## src/rtl/encoder16x4_queue_w_clk.sv

```systemverilog
// Queued 16-to-4 priority encoder.
// Requests are merged into a pending set. Each request is handed out, one per
// accepted cycle, as a 4-bit code through a valid/ready output slot. The
// lowest index has the highest priority.
//
// Ports:
//   clk      rising-edge clock
//   rst      asynchronous active-low reset
//   inp      [0:15] request vector; bit i requests code i
//   load     merge inp into the pending set at the next edge
//   ready    downstream accepts outp when valid=1
//   outp     [3:0] registered code being offered
//   valid    outp holds a code that has not been accepted yet
//   pending  [0:15] registered pending-request set
//   busy     combinational: pending nonzero or valid
//   overflow registered one-cycle pulse when load hits an already pending bit
module encoder16x4_queue_w_clk (
    input  logic          clk,
    input  logic          rst,
    input  logic [0:15]   inp,
    input  logic          load,
    input  logic          ready,
    output logic [3:0]    outp,
    output logic          valid,
    output logic [0:15]   pending,
    output logic          busy,
    output logic          overflow
);

    localparam int unsigned NREQ = 16;
    localparam int unsigned CW   = 4;

    // Output slot state: empty, or holding an unaccepted code
    typedef enum logic {
        S_IDLE  = 1'b0,
        S_VALID = 1'b1
    } state_t;

    state_t            state;
    state_t            state_nxt;
    logic [CW-1:0]     outp_nxt;
    logic [0:NREQ-1]   pend_nxt;
    logic              ovf_nxt;

    logic [CW-1:0]     sel_c;
    logic              any_c;
    logic [0:NREQ-1]   clr_mask_c;
    logic              take_c;
    logic [0:NREQ-1]   pend_kept_c;

    // Lowest set index of the registered pending set wins
    always_comb begin
        sel_c = '0;
        any_c = 1'b0;
        for (int i = NREQ - 1; i >= 0; i--) begin
            if (pending[i]) begin
                sel_c = CW'(i);
                any_c = 1'b1;
            end
        end
    end

    // One-hot mask for the bit being serviced
    always_comb begin
        clr_mask_c        = '0;
        clr_mask_c[sel_c] = 1'b1;
    end

    // Slot control: next state, next code, and whether a request is taken
    always_comb begin
        state_nxt = state;
        outp_nxt  = outp;
        take_c    = 1'b0;
        case (state)
            S_IDLE: begin
                if (any_c) begin
                    take_c    = 1'b1;
                    outp_nxt  = sel_c;
                    state_nxt = S_VALID;
                end
            end
            S_VALID: begin
                if (ready) begin
                    if (any_c) begin
                        take_c   = 1'b1;
                        outp_nxt = sel_c;
                    end else begin
                        state_nxt = S_IDLE;
                    end
                end
            end
            default: state_nxt = S_IDLE;
        endcase
    end

    // Pending update: clear the serviced bit, then OR in new requests so a
    // re-request of the serviced bit stays queued
    always_comb begin
        pend_kept_c = take_c ? (pending & ~clr_mask_c) : pending;
        pend_nxt    = load ? (pend_kept_c | inp) : pend_kept_c;
        ovf_nxt     = load & (|(inp & pending));
    end

    always_ff @(posedge clk or negedge rst) begin
        if (!rst) begin
            state    <= S_IDLE;
            outp     <= '0;
            pending  <= '0;
            overflow <= 1'b0;
        end else begin
            state    <= state_nxt;
            outp     <= outp_nxt;
            pending  <= pend_nxt;
            overflow <= ovf_nxt;
        end
    end

    assign valid = (state == S_VALID);
    assign busy  = (|pending) | valid;

endmodule

```

## config.mk

```make
export PLATFORM = sky130hd
export DESIGN_NAME = encoder16x4_queue_w_clk
export DESIGN_NICKNAME = d
export VERILOG_FILES = /design/src/rtl/encoder16x4_queue_w_clk.sv
export SDC_FILE = /design/constraint.sdc
export NUM_CORES = 1
export LEC_CHECK = 0
export ABC_AREA = 1
export BUFFER_PORTS_ARGS = -buffer_cell sky130_fd_sc_hd__buf_2
export CORE_ASPECT_RATIO = 1.4
export CORE_MARGIN = 2
export CORE_UTILIZATION = 35
export DETAILED_ROUTE_END_ITERATION = 8
export GPL_ROUTABILITY_DRIVEN = 0
export MAX_ROUTING_LAYER = met4
export PLACE_DENSITY_LB_ADDON = 0.12
export SYNTH_ARGS = -nofsm -noshare
export SYNTH_HDL_FRONTEND = slang
export SYNTH_SLANG_ARGS = --single-unit
```

## constraint.sdc

```tcl
create_clock -name clk -period 1.8 [get_ports clk]
set_input_delay 0.18 -clock clk [delete_from_list [all_inputs] [get_ports clk]]
set_output_delay 0.18 -clock clk [all_outputs]
set_load 0.02 [all_outputs]
```

==> results.sh <==
export IMPL_synth_most_common_cell="nand2_1"
export IMPL_core_area_um2=3580
export IMPL_synth_common_cells="63 x nand2_1, 27 x inv_1, 22 x dfrtp_1"
export IMPL_root_buffer="clkbuf_8"
export IMPL_cts_tree="built"
export IMPL_powerDensity_nw_per_um2=710
export IMPL_r2r_end="pending[15]"
export IMPL_clk_pin_slew_worst_paths_ns=0.09
export IMPL_grt_pass1_vias=1293
export IMPL_syn_inst=173
export IMPL_crit_path_start="pending[11]"
export IMPL_slew_violations=0
export IMPL_htree_levels=1
export IMPL_rrSetupSlack_ns=0.06
export IMPL_syn_nets=193
export IMPL_port_buffers=42
export IMPL_hpwl_mm=2.66
export IMPL_cp_data_arrival_time_ns=1.57
export IMPL_stdcell_count=269
export IMPL_vias=1336
export IMPL_avgSynthCellArea_um2=7.38
export IMPL_syn_area_um2=1280
export IMPL_synth_edf_count=0
export IMPL_grt_max_degree=23
export IMPL_min_period_over_period=0.970
export IMPL_critPathLaunchType="flip-flop"
export IMPL_clkSinkCount=22
export IMPL_die_area_um2=4160
export IMPL_power_mw=1.24
export IMPL_hp_start="inp[4]"
export IMPL_cp_end_kind="primary output"
export IMPL_dp_cells=258
export IMPL_p_leak_nw=0.909
export IMPL_antenna_found_initial=0
export IMPL_numCtsBuffers=3
export IMPL_crit_type="flip-flop to primary output"
export IMPL_synth_area_leaders="dfrtp_1 43%, nand2_1 19%, inv_1 7.9%"
export IMPL_peakVddDrop_uv=483
export IMPL_areaGrowthSynthToFinish_pct=36.6
export IMPL_chipHeight_um=75.5
export IMPL_grt_pass1_wl_mm=5.53
export IMPL_vias_per_cell=4.97
export IMPL_std_cell_rows=26
export IMPL_drive_gt1_frac=0.383
export IMPL_rsz0062_at_grt="true"
export IMPL_die_x_um=55.1
export IMPL_clockBufferDepth=2
export IMPL_initial_core_util=0.357
export IMPL_whs_path_depth=3
export IMPL_route_detailed_drc=0
export IMPL_crit_fanout=4
export IMPL_grt_total_usage=0.187
export IMPL_min_path_type="input port to flip-flop"
export IMPL_synth_ff_type="dfrtp_1"
export IMPL_ios=43
export IMPL_status="finished clean"
export IMPL_slew_headroom=0.667
export IMPL_yosys_warnings=0
export IMPL_tightest_slew_ns=0.499
export IMPL_clk_latency_ns=0.27
export IMPL_ys_ff_latch=22
export IMPL_postRouteAntennaNets=0
export IMPL_ys_types=27
export IMPL_ys_seq_area_frac=0.431
export IMPL_drt_iter0_drc=38
export IMPL_routed_wl_mm=3.51
export IMPL_dr_pass1_iters=4
export IMPL_final_nets=248
export IMPL_cap_violations=0
export IMPL_hold_end="pending[4]"
export IMPL_synth_top_area_frac=0.431
export IMPL_hold_viol=0
export IMPL_fin_crit_ns=1.75
export IMPL_max_freq_ghz=0.573
export IMPL_wire_per_inst_um=13.0
export IMPL_grt_overflow=0
export IMPL_yosysTopAreaCell="dfrtp_1"
export IMPL_r2r_cells=8
export IMPL_clock_skew_ns=0.00378
export IMPL_antenna_cells=0
export IMPL_async_flop_share=1.00
export IMPL_regToRegStartpoint="pending[0]"
export IMPL_worstPathRequired_ns=1.62
export IMPL_setup_viol_count_final=0
-- where the power goes --
part	switching, mW	internal [mW]	total, mW
logic	0.199	0.116	0.314
registers	0.0331	0.522	0.555
clock network	0.174	0.195	0.370
-- critical path: stages, from the launching register on --
cell and delay [ns]:
dfrtp_2 0.45, nor4_4 0.35, nand2_2 0.12, nor3_4 0.16
nand2_1 0.08, buf_6 0.13
-- kinds of logic (layout without fill, tap and decap cells) --
logic type	Yosys count	after routing	share of synthesized area
simple gates	101	101	0.379
compound gates	19	19	0.0911
buf+inv	31	85	0.0989
flops	22	22	0.431
-- layout make-up --
class / count / area, um^2
inverters: 29 / 109
fillers: 359 / 1830
flip-flops and latches: 22 / 557
repair buffers: 52 / 294
multi-input cells: 120 / 678
clock buffers: 4 / 55.1
well taps: 42 / 52.6
-- sequential cells by signal, indices dropped and copies added (netlist names) --
signal and count:
outp 4, overflow 1, pending 16, valid 1
-- worst max path at each step --
stage,to,slack (ns),depth (start not counted)
4_1_cts,busy,0.004,5
6_report,busy,0.05,5
3_5_place_dp,pending[15],0.01,8
3_3_place_gp,pending[15],-0.03,8
2_1_floorplan,pending[12],0.20,19
5_1_grt,busy,-0.06,7
-- metal layers --
layer  share of wire  track usage  vias to the layer above
li1                -            -                      663
met1            0.39        0.214                      625
met2            0.54        0.310                       39
met3           0.037       0.0275                        9
met4           0.029        0.100                        0
met5               0            -                        -
-- repair_timing --
action / 4_1_cts / 5_1_grt
setup buffers: 1 / 5
gates resized for setup: 1 / 27
hold endpoints to repair: 22 / 0
pin swaps: 1 / 4
endpoints found under the setup margin: 2 / 17
gates cloned: 0 / 0
hold buffers: 1 / 0
-- per-stage QoR --
| step | TNS, ns | instance area, um^2 | hold slack, ns | utilization | worst slack [ns] |
|---|---|---|---|---|---|
| after floorplan | 0 | 1280 | -0.116 | - | 0.202 |
| after global placement | -0.0335 | 1550 | 0.173 | 0.432 | -0.0308 |
| after detailed placement | 0 | 1550 | 0.182 | 0.432 | 0.0144 |
| after CTS | 0 | 1620 | 0.128 | 0.454 | 0.00422 |
| after global routing | -0.499 | 1750 | 0.149 | 0.488 | -0.0623 |
| final | 0 | 1750 | 0.124 | 0.488 | 0.0537 |
-- layout by cell type, fill, tap and decap left out, types with 5 or more instances in the layout --
master   instances
buf_2           41
buf_4            9
dfrtp_1         17
dfrtp_2          5
inv_1           22
inv_2            7
nand2_1         61
nand3_1         10
nand3_2          5
nand4_1          5
nor2_1           5
o21ai_0          5
No activity file was read; power rests on OpenSTA's default activity.
